`config.mk`:
```
export PLATFORM = sky130hd
export DESIGN_NAME = alu_issue_queue_flat
export DESIGN_NICKNAME = d
export VERILOG_FILES = /design/src/rtl/alu_issue_queue_pkg.sv /design/src/rtl/alu_issue_queue_if.sv /design/src/rtl/alu_issue_queue_sync_fifo.sv /design/src/rtl/alu_issue_queue.sv /design/src/flat_wrapper.sv
export SDC_FILE = /design/constraint.sdc
export NUM_CORES = 1
export LEC_CHECK = 0
export BUFFER_PORTS_ARGS = -buffer_cell sky130_fd_sc_hd__clkbuf_2
export CAP_MARGIN = 0
export CORE_MARGIN = 1.5
export CORE_UTILIZATION = 40
export CTS_BUF_LIST = sky130_fd_sc_hd__clkbuf_8
export DETAILED_ROUTE_END_ITERATION = 10
export PLACE_DENSITY = 0.74
export SYNTH_ARGS = -nofsm -noshare
export SYNTH_HDL_FRONTEND = slang
export SYNTH_SLANG_ARGS = --single-unit
```
`constraint.sdc`:
```
create_clock -name clk -period 5.05 [get_ports clk]
set_input_delay 1.01 -clock clk [delete_from_list [all_inputs] [get_ports clk]]
set_output_delay 1.01 -clock clk [all_outputs]
set_load 0.1 [all_outputs]
```
`src/rtl/alu_issue_queue_pkg.sv`:
```
// rtl/alu_issue_queue_pkg.sv - op encoding and width shared by the issue queue and the ALU
package alu_pkg;

  localparam int ALU_W = 32;

  typedef enum logic {
    OP_ADD = 1'b0,
    OP_MUL = 1'b1
  } alu_op_t;

endpackage

```
`src/rtl/alu_issue_queue_if.sv`:
```
// rtl/alu_issue_queue_if.sv - request and result handshake bundle of the ALU issue queue
interface alu_issue_queue_if #(
  parameter int WIDTH = alu_pkg::ALU_W,
  parameter int TAG_W = 4
);
  import alu_pkg::*;

  logic             in_valid;
  logic             in_ready;
  alu_op_t          in_op;
  logic [WIDTH-1:0] in_a;
  logic [WIDTH-1:0] in_b;
  logic [TAG_W-1:0] in_tag;

  logic             out_valid;
  logic             out_ready;
  logic [WIDTH-1:0] out_data;
  alu_op_t          out_op;
  logic [TAG_W-1:0] out_tag;

  modport master (
    output in_valid, in_op, in_a, in_b, in_tag, out_ready,
    input  in_ready, out_valid, out_data, out_op, out_tag
  );

  modport slave (
    input  in_valid, in_op, in_a, in_b, in_tag, out_ready,
    output in_ready, out_valid, out_data, out_op, out_tag
  );

endinterface

```
`src/rtl/alu_issue_queue_sync_fifo.sv`:
```
// rtl/alu_issue_queue_sync_fifo.sv - registered in-order FIFO, no write-to-read bypass
module sync_fifo #(
  parameter int WIDTH = 8,
  parameter int DEPTH = 4
) (
  input  logic                       clk,
  input  logic                       rst_n,
  input  logic                       push_i,
  input  logic [WIDTH-1:0]           wdata_i,
  input  logic                       pop_i,
  output logic [WIDTH-1:0]           rdata_o,
  output logic                       full_o,
  output logic                       empty_o,
  output logic [$clog2(DEPTH+1)-1:0] count_o
);

  localparam int PW = (DEPTH > 1) ? $clog2(DEPTH) : 1;
  localparam int CW = $clog2(DEPTH + 1);

  logic [WIDTH-1:0] mem_q [DEPTH];
  logic [PW-1:0]    wr_q, wr_d;
  logic [PW-1:0]    rd_q, rd_d;
  logic [CW-1:0]    count_q, count_d;

  function automatic logic [PW-1:0] ptr_next(input logic [PW-1:0] p);
    return (p == PW'(DEPTH - 1)) ? '0 : p + PW'(1);
  endfunction

  always_comb begin
    wr_d    = wr_q;
    rd_d    = rd_q;
    count_d = count_q;
    if (push_i) wr_d = ptr_next(wr_q);
    if (pop_i)  rd_d = ptr_next(rd_q);
    if (push_i && !pop_i)      count_d = count_q + CW'(1);
    else if (!push_i && pop_i) count_d = count_q - CW'(1);
  end

  // Storage is cleared too so the head reads as zero straight out of reset.
  always_ff @(posedge clk or negedge rst_n) begin
    if (!rst_n) begin
      wr_q    <= '0;
      rd_q    <= '0;
      count_q <= '0;
      for (int i = 0; i < DEPTH; i++) mem_q[i] <= '0;
    end else begin
      wr_q    <= wr_d;
      rd_q    <= rd_d;
      count_q <= count_d;
      if (push_i) mem_q[wr_q] <= wdata_i;
    end
  end

  assign rdata_o = mem_q[rd_q];
  assign full_o  = (count_q == CW'(DEPTH));
  assign empty_o = (count_q == '0);
  assign count_o = count_q;

endmodule

```
`src/rtl/alu_issue_queue.sv`:
```
// rtl/alu_issue_queue.sv - issues ops into a fixed-latency ALU, tracks them in a shift pipe
// and captures results into a credit-protected result FIFO
module alu_issue_queue
  import alu_pkg::*;
#(
  parameter int WIDTH   = ALU_W,
  parameter int LATENCY = 1,
  parameter int TAG_W   = 4,
  parameter int DEPTH   = 4
) (
  input  logic             clk,
  input  logic             reset,
  alu_issue_queue_if.slave bus,
  output logic [WIDTH-1:0] alu_a,
  output logic [WIDTH-1:0] alu_b,
  output logic             alu_op,
  input  logic [WIDTH-1:0] alu_result
);

  localparam int CNT_W = $clog2(DEPTH + 1);
  localparam int PAY_W = WIDTH + 1 + TAG_W;

  logic                          issue, pop;
  logic [CNT_W-1:0]              outstanding_q, outstanding_d;
  logic [WIDTH-1:0]              alu_a_q, alu_a_d, alu_b_q, alu_b_d;
  logic [LATENCY:0]              v_q, v_d;
  logic [LATENCY:0]              op_q, op_d;
  logic [LATENCY:0][TAG_W-1:0]   tag_q, tag_d;

  logic                          fifo_push, fifo_full, fifo_empty;
  logic [PAY_W-1:0]              fifo_wdata, fifo_rdata;
  logic [CNT_W-1:0]              fifo_count;

  // Credits cover ops in the pipe as well as in the FIFO, so a capture never finds it full.
  assign bus.in_ready = (outstanding_q < CNT_W'(DEPTH));
  assign issue        = bus.in_valid & bus.in_ready;
  assign pop          = bus.out_valid & bus.out_ready;

  always_comb begin
    outstanding_d = outstanding_q;
    if (issue && !pop)      outstanding_d = outstanding_q + CNT_W'(1);
    else if (!issue && pop) outstanding_d = outstanding_q - CNT_W'(1);
  end

  assign alu_a_d = issue ? bus.in_a : alu_a_q;
  assign alu_b_d = issue ? bus.in_b : alu_b_q;

  if (LATENCY == 0) begin : g_pipe_comb
    assign v_d   = issue;
    assign op_d  = issue ? logic'(bus.in_op) : op_q;
    assign tag_d = issue ? bus.in_tag : tag_q;
  end else begin : g_pipe_shift
    assign v_d   = {v_q[LATENCY-1:0], issue};
    assign op_d  = {op_q[LATENCY-1:0], issue ? logic'(bus.in_op) : op_q[0]};
    assign tag_d = {tag_q[LATENCY-1:0], issue ? bus.in_tag : tag_q[0]};
  end

  always_ff @(posedge clk or negedge reset) begin
    if (!reset) begin
      outstanding_q <= '0;
      alu_a_q       <= '0;
      alu_b_q       <= '0;
      v_q           <= '0;
      op_q          <= '0;
      tag_q         <= '0;
    end else begin
      outstanding_q <= outstanding_d;
      alu_a_q       <= alu_a_d;
      alu_b_q       <= alu_b_d;
      v_q           <= v_d;
      op_q          <= op_d;
      tag_q         <= tag_d;
    end
  end

  assign alu_a  = alu_a_q;
  assign alu_b  = alu_b_q;
  // The ALU muxes its result with the live op, so drive it from the emerging stage.
  assign alu_op = op_q[LATENCY];

  assign fifo_push  = v_q[LATENCY];
  assign fifo_wdata = {alu_result, op_q[LATENCY], tag_q[LATENCY]};

  sync_fifo #(
    .WIDTH(PAY_W),
    .DEPTH(DEPTH)
  ) u_fifo (
    .clk    (clk),
    .rst_n  (reset),
    .push_i (fifo_push),
    .wdata_i(fifo_wdata),
    .pop_i  (pop),
    .rdata_o(fifo_rdata),
    .full_o (fifo_full),
    .empty_o(fifo_empty),
    .count_o(fifo_count)
  );

  assign bus.out_valid = ~fifo_empty;
  assign bus.out_data  = fifo_rdata[PAY_W-1 -: WIDTH];
  assign bus.out_op    = alu_op_t'(fifo_rdata[TAG_W]);
  assign bus.out_tag   = fifo_rdata[TAG_W-1:0];

endmodule

```
`src/flat_wrapper.sv`:
```
// flat-port wrapper written by rule: the top's interface ports become plain ports
module alu_issue_queue_flat import alu_pkg::*;
#(
  parameter int WIDTH   = ALU_W,
  parameter int LATENCY = 1,
  parameter int TAG_W   = 4,
  parameter int DEPTH   = 4
)
  (clk, reset, alu_a, alu_b, alu_op, alu_result, bus_in_valid, bus_in_op, bus_in_a, bus_in_b, bus_in_tag, bus_out_ready, bus_in_ready, bus_out_valid, bus_out_data, bus_out_op, bus_out_tag);
  alu_issue_queue_if #(.WIDTH(WIDTH), .TAG_W(TAG_W)) bus_i ();
  input  logic clk;
  input  logic reset;
  output logic [WIDTH-1:0] alu_a;
  output logic [WIDTH-1:0] alu_b;
  output logic alu_op;
  input  logic [WIDTH-1:0] alu_result;
  input wire logic [$bits(bus_i.in_valid)-1:0] bus_in_valid;
  input wire logic [$bits(bus_i.in_op)-1:0] bus_in_op;
  input wire logic [$bits(bus_i.in_a)-1:0] bus_in_a;
  input wire logic [$bits(bus_i.in_b)-1:0] bus_in_b;
  input wire logic [$bits(bus_i.in_tag)-1:0] bus_in_tag;
  input wire logic [$bits(bus_i.out_ready)-1:0] bus_out_ready;
  output wire logic [$bits(bus_i.in_ready)-1:0] bus_in_ready;
  output wire logic [$bits(bus_i.out_valid)-1:0] bus_out_valid;
  output wire logic [$bits(bus_i.out_data)-1:0] bus_out_data;
  output wire logic [$bits(bus_i.out_op)-1:0] bus_out_op;
  output wire logic [$bits(bus_i.out_tag)-1:0] bus_out_tag;
  assign bus_i.in_valid = bus_in_valid;
  assign bus_i.in_op = bus_in_op;
  assign bus_i.in_a = bus_in_a;
  assign bus_i.in_b = bus_in_b;
  assign bus_i.in_tag = bus_in_tag;
  assign bus_i.out_ready = bus_out_ready;
  assign bus_in_ready = bus_i.in_ready;
  assign bus_out_valid = bus_i.out_valid;
  assign bus_out_data = bus_i.out_data;
  assign bus_out_op = bus_i.out_op;
  assign bus_out_tag = bus_i.out_tag;
  alu_issue_queue #(.WIDTH(WIDTH), .LATENCY(LATENCY), .TAG_W(TAG_W), .DEPTH(DEPTH)) u_core (.clk(clk), .reset(reset), .bus(bus_i), .alu_a(alu_a), .alu_b(alu_b), .alu_op(alu_op), .alu_result(alu_result));
endmodule
```
# After elaboration in Yosys (flattened, before gate mapping)
# Index checks and enable logic that the tools add are counted.
[op_classes]
n_addsub = 6
order_cmp = 4
eq_ne = 2
n_mux = 12
n_bitwise = 5
reduce_logical = 11
[ops]
columns = ["cell", "n"]
rows = [
  ["148-bit bitwise mux", 1],
  ["37-bit 2-to-1 mux", 3],
  ["37-bit binary-select mux with 2-bit select", 1],
  ["37-bit demux with 2-bit select", 1],
  ["3-bit 2-to-1 mux", 4],
  ["3-bit by 1-bit adder with 3-bit output, second input constant", 2],
  ["3-bit greater-or-equal comparator, second input constant", 2],
  ["2-bit NOT with 3-bit output", 2],
  ["3-bit by 1-bit subtractor with 3-bit output, second input constant", 2],
  ["1-bit logical AND", 5],
  ["2-bit by 1-bit adder with 2-bit output, second input constant", 2],
  ["2-bit == test, second input constant", 2],
  ["2-bit 2-to-1 mux", 2],
  ["2-bit nonzero test", 2],
  ["1-bit logical NOT", 3],
  ["3-bit logical NOT", 1],
  ["3-bit by 1-bit < comparator with 1-bit output, second input constant", 1],
  ["3-bit < comparator, second input constant", 1],
  ["1-bit bitwise AND", 2],
  ["1-bit NOT", 1],
]
[word_totals]
register_bits = 234
in_bits = 105
out_inout_bits = 104
word_cells = 55

# Logic depth before layout (Yosys ltp)
[logic_depth]
ltp_word = 6
mapped_depth = 9

# By module
# A second synthesis with hierarchy kept.
[hier_totals]
cells_unflattened = 560
hier_area_um2 = 10093.4
[by_module_without_submodules]
columns = ["mod", "n_inst", "cells_per_inst", "area_each_um2", "seq_area_each_um2"]
rows = [
  ["sync_fifo", 1, 391, 6814.0, 3878.7],
  ["alu_issue_queue", 1, 169, 3279.4, 1976.9],
]

# Least setup slack after synthesis
# No wires, ideal clock.
[synth_timing]
kind = "reg2reg"
from = "register u_core.u_fifo.count_q[0] (netlist: u_core.u_fifo.count_o[0])"
to = "register u_core.outstanding_q[2]"
setup_time_ps = 156
t_arrival_ps = 2413
required_time_ps = 4894
setup_slack_ps = 2481
path_stages_with_launch = 9
synth_period_minus_slack_ps = 2569
path_cell_list = "dfrtp_1 -> or3_1 -> nand2_1 -> ha_1 -> inv_1 -> fa_1 -> xor2_1 -> nor2_1 -> xnor2_1"
[synth_via]
elab_chain_len = 6
[synth_rtl]
columns = ["element", "line", "text"]
rows = [
  ["start: declaration", "alu_issue_queue_sync_fifo.sv:23", "logic [CW-1:0] count_q, count_d;"],
  ["start signal: assignment", "alu_issue_queue_sync_fifo.sv:49", "count_q <= count_d;"],
  ["3-bit logical NOT *", "alu_issue_queue_sync_fifo.sv:56", "assign empty_o = (count_q == '0);"],
  ["1-bit NOT *", "alu_issue_queue.sv:99", "assign bus.out_valid = ~fifo_empty;"],
  ["via bus_out_valid", "flat_wrapper.sv:24", "output wire logic [$bits(bus_i.out_valid)-1:0] bus_out_valid;"],
  ["1-bit bitwise AND *", "alu_issue_queue.sv:37", "assign pop = bus.out_valid & bus.out_ready;"],
  ["1-bit logical NOT", "alu_issue_queue.sv:41", "if (issue && !pop) outstanding_d = outstanding_q + CNT_W'(1);"],
  ["1-bit logical AND", "alu_issue_queue.sv:41", ""],
  ["3-bit 2-to-1 mux or 2-bit nonzero test (tied branches)", "n/a", ""],
  ["end signal: assignment", "alu_issue_queue.sv:67", "outstanding_q <= outstanding_d;"],
  ["end: declaration", "alu_issue_queue.sv:24", "logic [CNT_W-1:0] outstanding_q, outstanding_d;"],
]
# Mark *: on every way through the listed nets, which the timed path passes. The rest lies on a longest branch.
# A chain may end at the register's enable or synchronous reset.

# Final worst setup path
[layout_timing]
from = "register u_core.u_fifo.rd_q[0]"
to = "output bus_out_data[12]"
[layout_via]
elab_chain_len = 4
[layout_rtl]
columns = ["element", "line", "text"]
rows = [
  ["start: declaration", "alu_issue_queue_sync_fifo.sv:22", "logic [PW-1:0] rd_q, rd_d;"],
  ["start signal: assignment", "alu_issue_queue_sync_fifo.sv:48", "rd_q <= rd_d;"],
  ["2-bit NOT with 3-bit output (not written as such)", "alu_issue_queue_sync_fifo.sv:54", "assign rdata_o = mem_q[rd_q];"],
  ["37-bit binary-select mux with 2-bit select", "alu_issue_queue_sync_fifo.sv:54", ""],
  ["37-bit 2-to-1 mux (not written as such) (2 in a row)", "alu_issue_queue_sync_fifo.sv:54", ""],
  ["end: declaration", "flat_wrapper.sv:25", "output wire logic [$bits(bus_i.out_data)-1:0] bus_out_data;"],
]
# Every way passes these cells. The select of a mux whose other input is x is not followed.

==> flow_summary.yaml <==
outcome:
  status: "finished clean"
global_routing:
  grt_pass1_vias: 6061
  grt-ovfl-total: 0
  antenna_found_initial: 0
  grt_use_total_pct: 15.9
  grt_pass1_wl_um: 31400
  grt_start_max_net_pins: 110
worst_hold_path:
  hp-class: "register to register"
  hp-start: "u_core.v_q[0]$_DFF_PN0_"
  min_delay_path_depth: 0
layout:
  layout-drive-gt1-share_pct: 67.1
  fin_nets: 896
  fill_cells: 1977
  multi_input_area_um2: 3580
  layout_commonest_cell: "dfrtp_1"
  layout_common_cells: "dfrtp_1 (232), mux2_2 (221), clkbuf_2 (207)"
  synthToLayoutAreaGrowth_pct: 22.8
  n_antenna_cell: 0
  seq_area_um2: 5860
sta:
  grt_setup_unrepaired: "no"
  slew_headroom_pct: 23.3
  fmax_ghz: 0.270
  hold_viol_final: 0
  slew_viol_final: 0
  fin_setup_tns_ps: 0
  fin_skew_ps: 10.4
  period_minus_slack_ps: 3700
  period_share_pct: 73.3
  report.final.setup_viol: 0
  worst_slew_pin_slew_ps: 1150
clock_network:
  cts_buffers: 40
  clock_sinks: 234
  cts_root_buf: "clkbuf_8"
  cts.reportedPaths.clkPinSlew_ps: 60
  cts_hold_buf: 0
  cts-htree-levels: 2
  tritoncts: "yes"
  clk_path_buf_depth: 3
  clk_latency_ps: 520
  postCtsSetupRepairBufs: 0
  cts_resized: 0
detailed_routing:
  ant_nets: 0
  vias: 5570
  drt_iter0_markers: 199
  viasPerCell: 4.92
  drc_errors: 0
  drtPass1Iterations: 4
  routed_wl_um: 19600
  routedWlPerCell_um: 17.3
die:
  die_height_um: 159
  row_count: 56
  die_x_um: 159
  ioPinCount: 209
  initial_core_util_pct: 41.0
  core_area_um2: 23600
  dieArea_um2: 25200
synth:
  ys_top_cells_by_area: "dfrtp_1 (60%), mux2_2 (26%), mux4_2 (8.6%), buf_6 (1.6%), ha_1 (0.90%)"
  seq_area_frac_synth_pct: 60.4
  ys_ff_latch: 234
  yosysTopAreaCellShare_pct: 60.4
  synth_cells: 555
  syn-num-nets: 669
  yosysTopAreaCell: "dfrtp_1"
  synth_warnings: 0
  netlist_area_um2: 9690
  syn_avg_cell_area_um2: 17.5
  synth.distinct_cells: 19
place:
  dp_hpwl_um: 12300
  portBuffers: 208
  globalplace.congestion: 0.739
setup_path:
  reg2reg_depth: 7
  worst-setup-path-type: "register to output pin"
  crit_required_ps: 4040
  r2r_start: "u_core.outstanding_q[2]$_DFFE_PN0P_"
  cp_data_arrival_time_ps: 2690
  end_kind: "output pin"
  startpoint: "u_core.u_fifo.rd_q[0]$_DFFE_PN0P_"
  rrSetupSlack_ps: 2700
  crit_path_start_kind: "register"
  path_max_fanout: 28
run:
  maxCapViolCount: 0
worst max-delay path, stage by stage, from the launching register on:
cell and delay [ps]:
dfrtp_2 600, buf_4 550, mux4_2 600, clkbuf_2 390
routing by layer:
metal	part of all wire [%]	track usage [%]
met1	43	20.3
met3	8.5	5.63
met5	0	0
met2	47	25.7
met4	1.9	4.49
final timing paths:
path	endpoint
setup / recovery	bus_out_data[12]
hold / removal	u_core.v_q[1]$_DFF_PN0_
setup reg to reg	u_core.outstanding_q[2]$_DFFE_PN0P_
max in group asynchronous	u_core.alu_b[15]$_DFFE_PN0P_
hold reg to reg	u_core.v_q[1]$_DFF_PN0_
min in group asynchronous	u_core.u_fifo.mem_q[85]$_DFFE_PN0P_
cells in the mapped netlist:
| cell type | n |
|---|---|
| buf_2 | 11 |
| buf_4 | 3 |
| buf_6 | 14 |
| clkbuf_1 | 1 |
| dfrtp_1 | 234 |
| fa_1 | 2 |
| ha_1 | 7 |
| inv_1 | 5 |
| mux2_2 | 221 |
| mux4_2 | 37 |
| nand2_1 | 2 |
| nand2_2 | 4 |
| nand3b_1 | 1 |
| nor2_1 | 3 |
| nor2b_1 | 1 |
| o21ai_0 | 2 |
| or3_1 | 1 |
| xnor2_1 | 3 |
| xor2_1 | 3 |
state kept, by name, summed over array words and instances, names as in the netlist, 3 cells and up:
name,flops
u_core.alu_a,32
u_core.alu_b,32
u_core.fifo_wdata,4
u_core.outstanding_q,3
u_core.tag_d,4
u_core.u_fifo.count_o,3
u_core.u_fifo.mem_q,148
layout make-up:
class / instances / area share, %
clock buffer: 53 / 6.13
clock inverter: 19 / 1.67
inverter: 5 / 0.158
multi-input combinational: 287 / 30.1
sequential: 234 / 49.2
tap: 319 / 3.36
timing repair buffer: 214 / 9.32
through the flow:
step	worst slack [ps]	utilization [%]	instance area, µm²	hold WS (ps)	std cells
2_1_floorplan	2480	-	9690	331	555
3_3_place_gp	1830	46.4	11000	332	1059
3_5_place_dp	1800	46.4	11000	337	1059
4_1_cts	1200	50.4	11900	351	1131
5_1_grt	1140	50.4	11900	355	1131
6_report	1350	50.4	11900	348	1131
cells by family after synthesis:
logic type / Yosys count / share of synthesized area [%]
multiplexers: 258 / 34.3
flip-flops: 234 / 60.4
buffers and inverters: 34 / 2.66
AND/OR/NAND/NOR: 12 / 0.659
adder cells (fa/ha/maj): 9 / 1.32
XOR/XNOR: 6 / 0.542
AO/OA/AOI/OAI: 2 / 0.103
Power is not shown: default switching activity piles up to over one toggle a cycle in this logic, so the estimate is an artifact.
